$ cat config.mk
export PLATFORM = sky130hd
export DESIGN_NAME = sat_counter
export DESIGN_NICKNAME = d
export VERILOG_FILES = /design/src/rtl/sr_ff_checker_sat_counter.sv
export SDC_FILE = /design/constraint.sdc
export NUM_CORES = 1
export LEC_CHECK = 0
export BUFFER_PORTS_ARGS = -buffer_cell sky130_fd_sc_hd__clkbuf_2
export CAP_MARGIN = 20
export CELL_PAD_IN_SITES_DETAIL_PLACEMENT = 0
export CELL_PAD_IN_SITES_GLOBAL_PLACEMENT = 1
export CORE_MARGIN = 5
export CORE_UTILIZATION = 34
export CTS_BUF_LIST = sky130_fd_sc_hd__clkbuf_4 sky130_fd_sc_hd__clkbuf_8
export CTS_CLUSTER_SIZE = 20
export DETAILED_ROUTE_END_ITERATION = 12
export GPL_ROUTABILITY_DRIVEN = 0
export GPL_TIMING_DRIVEN = 0
export PLACE_DENSITY_LB_ADDON = 0.25
export SYNTH_ARGS = -nofsm -noshare
export SYNTH_HDL_FRONTEND = slang
export SYNTH_SLANG_ARGS = --single-unit
$ cat constraint.sdc
create_clock -name clk -period 1.6 [get_ports clk]
set_clock_uncertainty 0.05 [all_clocks]
set_input_delay 0.08 -clock clk [delete_from_list [all_inputs] [get_ports clk]]
set_output_delay 0.08 -clock clk [all_outputs]
set_load 0.005 [all_outputs]
$ cat src/rtl/sr_ff_checker_sat_counter.sv
// -----------------------------------------------------------------------------
// sat_counter
//   Saturating up-counter, adds 0..3 per clock and clamps at 2**W-1.
//   Ports:
//     clk  : clock
//     rst  : asynchronous active-high reset to 0
//     clr  : synchronous clear to 0, wins over inc
//     inc  : amount to add this cycle
//     cnt  : current count
// -----------------------------------------------------------------------------
module sat_counter #(
    parameter int W = 8
) (
    input  logic         clk,
    input  logic         rst,
    input  logic         clr,
    input  logic [1:0]   inc,
    output logic [W-1:0] cnt
);
    logic [W-1:0] cnt_q;
    logic [W-1:0] cnt_d;
    logic [W:0]   sum;

    // One extra bit catches the carry; a carry means we passed all-ones.
    always_comb begin
        sum   = {1'b0, cnt_q} + (W+1)'(inc);
        cnt_d = sum[W] ? {W{1'b1}} : sum[W-1:0];
        if (clr) begin
            cnt_d = '0;
        end
    end

    always_ff @(posedge clk or posedge rst) begin
        if (rst) begin
            cnt_q <= '0;
        end else begin
            cnt_q <= cnt_d;
        end
    end

    assign cnt = cnt_q;
endmodule

==> results of run 1 <==
## final cells by class
cell class,instances,share of cell area (%)
inverter,7,4.430
timing repair buffer,15,14.35
clock buffer,3,3.797
tap,15,3.165
sequential,8,33.76
multi-input combinational,30,40.51
## what timing repair did
action                                 CTS  global route
setup endpoints to repair                7             7
resized for setup                        6             2
pin swaps                                5             2
endpoints found under the hold margin    8             0
setup buffers                            2             0
gates cloned                             0             0
hold buffers                             1             0
## placed cells by master, fill, tap and decap left out, types with 2 or more instances in the layout
cell and instances:
buf_4 2, clkbuf_4 3, clkbuf_2 12, a31oi_1 3, nand3_1 2, inv_1 6
dfrtp_1 8, a21oi_1 3
## routing by layer
metal	routed length, um	vias up	track usage [%]
li1	-	200	-
met4	0	0	4.545
met5	0	-	0
met2	473	11	18.96
met3	62	0	5.929
met1	449	201	14.29
## metrics by stage
step / setup slack [ps] / instances / hold slack (ps) / total power, W
3_3_place_gp: -61.60 / 72 / -17.93 / 0.0003063
3_5_place_dp: -96.95 / 72 / -25.75 / 0.0003074
4_1_cts: -87.39 / 78 / 30.27 / 0.0004748
2_1_floorplan: 7.419 / 45 / -154.3 / 0.0002752
5_1_grt: -131.7 / 78 / 33.69 / 0.0005137
6_report: -77.88 / 78 / 33.66 / 0.0004684
## worst max-delay path by stage
stage	depth (start not counted)	to	slack, ps	start
5_1_grt	5	cnt[5]	-130	cnt[0]
4_1_cts	6	cnt[6]	-90	cnt[0]
6_report	6	cnt[6]	-80	cnt[0]
3_3_place_gp	6	cnt[6]	-60	cnt[0]
2_1_floorplan	6	cnt[6]	7	cnt[0]
3_5_place_dp	6	cnt[6]	-100	cnt[0]
## worst max-delay path, stage by stage, from the launching register on
cell	delay, ps
dfrtp_1	360
ha_2	200
inv_2	40
fa_2	380
and3b_2	290
and4_4	220
nor3_2	30
## cell families after synthesis
kind of cell / after synthesis / synth area share [%]
and+or+nand+nor: 14 / 19.27
AOI/OAI and AO/OA: 12 / 17.28
DFF: 8 / 45.33
buffers and inverters: 7 / 5.950
adders and majority gates: 3 / 10.20
xor gates and xnor gates: 1 / 1.983
## where the power goes
part	internal, W	switching, W
clock	0.0000856	0.0000654
sequential	0.000214	0.0000142
combinational	0.0000428	0.0000459
total	0.000343	0.000126
==> results_tabular.tex, run 1 <==
\begin{tabular}{lr}
\hline
Metric & Value \\
\hline
\multicolumn{2}{l}{\textbf{Timing}} \\
\quad Normalized max-slew margin & 71.43\% \\
\quad Min Clock Period, post-route & 1678 ps \\
\quad Pin slew with the least headroom to its limit & 428.6 ps \\
\quad Worst-case setup margin in the final layout & -77.88 ps \\
\quad RSZ-0062 raised after global routing & true \\
\quad Setup\_tns & -274.8 ps \\
\quad Fmax & 0.5960 GHz \\
\quad Part of the cycle the worst path needs & 104.9\% \\
\quad Final Hold Viols & 0 \\
\quad Number of setup violations in the final report & 7 \\
\quad Final number of max-transition violations & 0 \\
\multicolumn{2}{l}{\textbf{Route}} \\
\quad Post-route ant nets & 0 \\
\quad Total vias in the final route & 412 \\
\quad Average via count per standard cell & 5.282 \\
\quad Total wire length & 985 um \\
\quad DRC violation total after the first TritonRoute iteration & 8 \\
\quad DRC violation count after routing & 0 \\
\quad Average detailed-routed wire length per instance & 12.63 um \\
\quad Iteration count of the initial detailed-routing pass & 4 \\
\multicolumn{2}{l}{\textbf{Floorplanning}} \\
\quad Core footprint & 1269 sq um \\
\quad Chip width & 46.04 um \\
\quad Site row count & 13 \\
\quad Effective utilization at floorplan & 34.81\% \\
\quad \# IOs & 13 \\
\quad Die area & 2120 sq um \\
\quad DIE HEIGHT & 46.04 um \\
\multicolumn{2}{l}{\textbf{Run status}} \\
\quad Status & finished, violations left \\
\quad Failing checks & setup timing \\
\multicolumn{2}{l}{\textbf{Global routing}} \\
\quad Global-route wire length before repair & 1.773 mm \\
\quad Vias in the first global route & 415 \\
\quad Initial antenna violation count & 0 \\
\quad Overall global routing resource usage & 12.17\% \\
\quad Largest net degree at the start of global routing & 9 \\
\quad GR Overflow Total & 0 \\
\multicolumn{2}{l}{\textbf{Yosys}} \\
\quad Library cell with the highest instance count after synthesis & dfrtp\_1 \\
\quad Most numerous cell types in the synthesized netlist & 8 x dfrtp\_1, 7 x inv\_1, 4 x a21oi\_1, 3 x a31oi\_1 \\
\quad Average cell area after synthesis & 9.815 sq um \\
\quad Dominant cell type by area after synthesis & dfrtp\_1 \\
\quad Total standard cell area after synthesis & 441.7 sq um \\
\quad Post-synth cell types & 22 \\
\quad Share of Yosys cell area claimed by the top area cell type & 45.33\% \\
\quad Sequential-to-total area share from yosys stat & 45.33\% \\
\quad Top area cells in the synthesized netlist & dfrtp\_1 45\%, inv\_1 5.9\%, ha\_1 5.7\% \\
\quad Number of synthesized flops with an enable pin & 0 \\
\quad Total of warnings raised by yosys & 0 \\
\quad Most used flip-flop cell after synthesis & dfrtp\_1 \\
\quad Post-synthesis sequential element count & 8 \\
\quad Number of nets in the synthesized netlist & 53 \\
\quad Ys async rst share & 100.0\% \\
\quad Synthesized instance count & 45 \\
\multicolumn{2}{l}{\textbf{CTS}} \\
\quad Maximum level of the CTS H-tree & 1 \\
\quad Num CTS Buffers & 3 \\
\quad CTS tree & built \\
\quad Clk Latency, worst-skew pair & 250 ps \\
\quad Clock-pin slew of the registers on the worst-case setup and hold paths & 50 ps \\
\quad TritonCTS sink count & 8 \\
\quad Clk root buf & clkbuf\_4 \\
\quad Buffer levels on the longest clock path & 2 \\
\multicolumn{2}{l}{\textbf{Setup path}} \\
\quad Kind of end point of the critical path & flop \\
\quad Critical path data arrival time & 1770 ps \\
\quad Register-to-register path setup slack & -80 ps \\
\quad Launch instance of the worst register-to-register path & cnt[0] \\
\quad Data required time of the worst path & 1690 ps \\
\quad Reg2reg end & cnt[6] \\
\quad Max Fanout on Critical Path & 5 \\
\quad Number of cells traversed by the worst register-to-register path & 6 \\
\quad Kind of start point of the critical path & flop \\
\quad Type of the worst setup path & reg -> reg \\
\multicolumn{2}{l}{\textbf{Power}} \\
\quad Total power density per cell area & 789.7 nW/um\^{}2 \\
\quad Maximum VDD drop & 0.0003645 V \\
\quad Leakage power of the design & 0.2964 nW \\
\multicolumn{2}{l}{\textbf{Hold path}} \\
\quad Endpoint of the worst hold path & cnt[0] \\
\quad Hold path start & clr \\
\quad Number of cells on the worst hold path & 2 \\
\quad Hold Path Class & in -> reg \\
\multicolumn{2}{l}{\textbf{Layout}} \\
\quad Multi-input combinational cell area & 240.2 sq um \\
\quad Layout net count & 73 \\
\quad Share of cells above drive strength 1 & 42.86\% \\
\quad Layout-stage area growth over the synthesis result & 34.28\% \\
\quad Seq. cell area & 200.2 sq um \\
\quad Diodes inserted & 0 \\
\quad Number of flip-flops under the largest register name & 8 \\
\quad Filler Cell Count & 136 \\
\quad Utilization after layout & 46.75\% \\
\quad Post-Layout Inst Area & 593.1 sq um \\
\multicolumn{2}{l}{\textbf{Placement}} \\
\quad Number of I/O port buffers & 12 \\
\quad Post-DP HPWL & 725.6 um \\
\quad Placement-stage cell area & 528.0 sq um \\
\multicolumn{2}{l}{\textbf{Run}} \\
\quad Reported max-cap violation count & 0 \\
\hline
\end{tabular}
Note: power is estimated with default switching activity, not from simulation.
==> run 2, diff against run 1 <==
==> config.mk (replaced) <==
export PLATFORM = sky130hd
export DESIGN_NAME = sat_counter
export DESIGN_NICKNAME = d
export VERILOG_FILES = /design/src/rtl/sr_ff_checker_sat_counter.sv
export SDC_FILE = /design/constraint.sdc
export NUM_CORES = 1
export LEC_CHECK = 0
export CAP_MARGIN = 20
export CELL_PAD_IN_SITES_DETAIL_PLACEMENT = 0
export CELL_PAD_IN_SITES_GLOBAL_PLACEMENT = 1
export CORE_AREA = 5 5 42 44
export CTS_BUF_LIST = sky130_fd_sc_hd__clkbuf_4 sky130_fd_sc_hd__clkbuf_8
export CTS_CLUSTER_SIZE = 20
export DETAILED_ROUTE_END_ITERATION = 12
export DIE_AREA = 0 0 47 49
export DONT_BUFFER_PORTS = 1
export GPL_ROUTABILITY_DRIVEN = 0
export GPL_TIMING_DRIVEN = 0
export PLACE_DENSITY_LB_ADDON = 0.2
export SYNTH_ARGS = -nofsm -noshare
export SYNTH_HDL_FRONTEND = slang
export SYNTH_SLANG_ARGS = --single-unit
==> run 2 against run 1 <==
Compared with the run above: the run ends with hold timing, setup timing left; final cell count fell by 12%; final area fell by 4.9%; sequential power barely moved; wire length rose by 9.2%; maximum frequency rose by 0.19%; clock-buffer cell count did not move; core utilization fell by 6.5 points; global-route usage fell by 2.0 points; flip-flop and latch count did not move; non-clock buffer count fell by 10; register-to-register slack barely moved; setup slack improved by 3.1 ps; largest power group unchanged.
==> results_tabular.tex, run 2 (synthesis results as in run 1) <==
\begin{tabular}{lr}
\hline
Metric & Value \\
\hline
\multicolumn{2}{l}{\textbf{Run status}} \\
\quad Status & finished, violations left \\
\quad Failing checks & hold timing, setup timing \\
\multicolumn{2}{l}{\textbf{Layout}} \\
\quad Utilization after layout & 40.27\% (-6.5 points) \\
\quad Most common library cell in the layout ignoring fill and taps & dfrtp\_1 \\
\quad Multi-input combinational cell area & 252.7 sq um (+5.2\%) \\
\quad Commonest cells after routing, fill and taps aside & 8 x dfrtp\_1, 6 x inv\_1, 4 x a21oi\_2 \\
\quad Share of cells above drive strength 1 & 32.08\% (-11 points) \\
\quad Final Non-Filler Cells & 69 (-12\%) \\
\quad Layout-stage area growth over the synthesis result & 27.76\% \\
\quad Layout net count & 63 (-14\%) \\
\quad Diodes inserted & 0 (unchanged) \\
\quad Seq. cell area & 200.2 sq um (unchanged) \\
\quad Filler Cell Count & 145 (+6.6\%) \\
\quad Number of flip-flops under the largest register name & 8 (unchanged) \\
\multicolumn{2}{l}{\textbf{CTS}} \\
\quad Num CTS Buffers & 3 (unchanged) \\
\quad Buffer levels on the longest clock path & 2 (unchanged) \\
\quad TritonCTS sink count & 8 (unchanged) \\
\quad Maximum level of the CTS H-tree & 1 (unchanged) \\
\quad Clk Latency, worst-skew pair & 250 ps (about the same) \\
\quad Hold buffer count at CTS & 2 (+1) \\
\quad Clock-pin slew of the registers on the worst-case setup and hold paths & 50 ps (about the same) \\
\quad Clk root buf & clkbuf\_4 \\
\quad CTS tree & built \\
\multicolumn{2}{l}{\textbf{Route}} \\
\quad Average via count per standard cell & 5.638 (+6.7\%) \\
\quad Total wire length & 1.076 mm (+9.2\%) \\
\quad DRC violation total after the first TritonRoute iteration & 4 (-4) \\
\quad DRC violation count after routing & 0 (unchanged) \\
\quad Total vias in the final route & 389 (-5.6\%) \\
\quad Average detailed-routed wire length per instance & 15.59 um (+23\%) \\
\quad Post-route ant nets & 0 (unchanged) \\
\quad Iteration count of the initial detailed-routing pass & 4 (unchanged) \\
\multicolumn{2}{l}{\textbf{Setup path}} \\
\quad Data required time of the worst path & 1690 ps (about the same) \\
\quad Largest incremental delay on the critical path & 410 ps (+30 ps) \\
\quad Number of buffers and inverters on the critical path & 1 (unchanged) \\
\quad Top cell family by delay on the critical path & simple AND/OR/NAND/NOR gates \\
\quad Kind of start point of the critical path & flop \\
\quad Max Fanout on Critical Path & 5 (unchanged) \\
\quad Type of the worst setup path & reg -> reg \\
\quad Slowest cell on the critical path & dfrtp\_1 \\
\quad Cell-by-cell listing of the critical path & ha\_4 -> inv\_2 -> fa\_2 -> and3b\_2 -> and4\_4 -> nor3\_1 \\
\quad Critical path data arrival time & 1770 ps (about the same) \\
\quad Register-to-register path setup slack & -70 ps (about the same) \\
\quad Kind of end point of the critical path & flop \\
\multicolumn{2}{l}{\textbf{Timing}} \\
\quad Number of setup violations in the final report & 7 (unchanged) \\
\quad Part of the cycle the worst path needs & 104.7\% (-0.20 points) \\
\quad Hold Slack & -175.0 ps (-208.6 ps) \\
\quad Worst-case setup margin in the final layout & -74.74 ps (+3.150 ps) \\
\quad Final Hold Viols & 5 (+5) \\
\quad Min Clock Period, post-route & 1675 ps (-3.150 ps) \\
\quad Final number of max-transition violations & 0 (unchanged) \\
\quad RSZ-0062 raised after global routing & true \\
\quad Setup\_tns & -289.6 ps (-14.88 ps) \\
\quad Fmax & 0.5971 GHz (+0.19\%) \\
\quad Normalized max-slew margin & 79.11\% (+7.7 points) \\
\quad Pin slew with the least headroom to its limit & 312.9 ps (-115.7 ps) \\
\multicolumn{2}{l}{\textbf{Floorplanning}} \\
\quad DIE HEIGHT & 49 um (+6.4\%) \\
\quad \# IOs & 13 (unchanged) \\
\quad Die area & 2303 sq um (+8.6\%) \\
\quad Effective utilization at floorplan & 31.52\% (-3.3 points) \\
\quad Core footprint & 1401 sq um (+10\%) \\
\quad Site row count & 14 (+1) \\
\quad Chip width & 47 um (+2.1\%) \\
\multicolumn{2}{l}{\textbf{Hold path}} \\
\quad Hold Path Class & in -> reg \\
\multicolumn{2}{l}{\textbf{Placement}} \\
\quad Number of I/O port buffers & 0 (-12) \\
\quad Post-DP HPWL & 762.3 um (+5.1\%) \\
\quad Inst Count DP & 61 (-15\%) \\
\multicolumn{2}{l}{\textbf{Global routing}} \\
\quad Global-route wire length before repair & 1.697 mm (-4.3\%) \\
\quad GR Overflow Total & 0 (unchanged) \\
\quad Vias in the first global route & 370 (-11\%) \\
\quad Overall global routing resource usage & 10.21\% (-2.0 points) \\
\quad Largest net degree at the start of global routing & 9 (unchanged) \\
\quad Initial antenna violation count & 0 (unchanged) \\
\multicolumn{2}{l}{\textbf{Run}} \\
\quad Reported max-cap violation count & 0 (unchanged) \\
\multicolumn{2}{l}{\textbf{Power}} \\
\quad Total power after layout & 0.0004674 W (-0.20\%) \\
\quad Leakage power of the design & 0.2487 nW (-16\%) \\
\quad Maximum VDD drop & 0.0003317 V (-9.0\%) \\
\quad Total power density per cell area & 828.4 nW/um\^{}2 (+4.9\%) \\
\hline
\end{tabular}
==> run 2: routing by layer <==
metal / wire length [um] / up-vias / track usage (%)
met1: 412 / 181 / 11.69
met3: 165 / 2 / 8.487
met2: 494 / 24 / 14.93
li1: - / 182 / -
met4: 4 / 0 / 1.382
met5: 0 / - / 0
==> run 2: cell type report <==
type | count | share of cell area [%]
multi-input cells | 30 | 44.79
flip-flops and latches | 8 | 35.48
repair buffers | 5 | 7.539
inverters | 7 | 4.656
clock buffers | 3 | 3.991
well taps | 16 | 3.548
==> run 2: timing repair <==
item,in CTS,in global routing
endpoints found under the setup margin,7,7
hold endpoints to repair,16,5
setup buffers,3,0
resized for setup,9,1
pin swaps,3,1
==> run 2: path summary, 6_finish.rpt <==
kind | from | to | cells after the start
min in group asynchronous | rst | cnt[6] | 2
setup reg to reg | cnt[0] | cnt[6] | 6
hold / removal | clr | cnt[0] | 1
hold reg to reg | cnt[7] | cnt[7] | 1
max in group asynchronous | rst | cnt[7] | 2
setup / recovery | cnt[0] | cnt[6] | 6
==> run 2: power breakdown <==
part / internal [W] / total, W / switching [W]
Clock: 0.0000856 / 0.000151 / 0.0000658
Combinational: 0.0000408 / 0.0000836 / 0.0000428
Sequential: 0.000214 / 0.000232 / 0.0000179
==> run 2: metrics by stage <==
step | worst slack, ps | instance area, sq um | hold slack [ps]
after floorplan | 7.419 | 449.2 | -154.3
after global routing | -121.1 | 564.3 | -193.7
after global placement | -77.13 | 469.2 | -113.8
after CTS | -67.63 | 563.0 | -182.4
final | -74.74 | 564.3 | -175.0
after detailed placement | -114.3 | 469.2 | -107.5
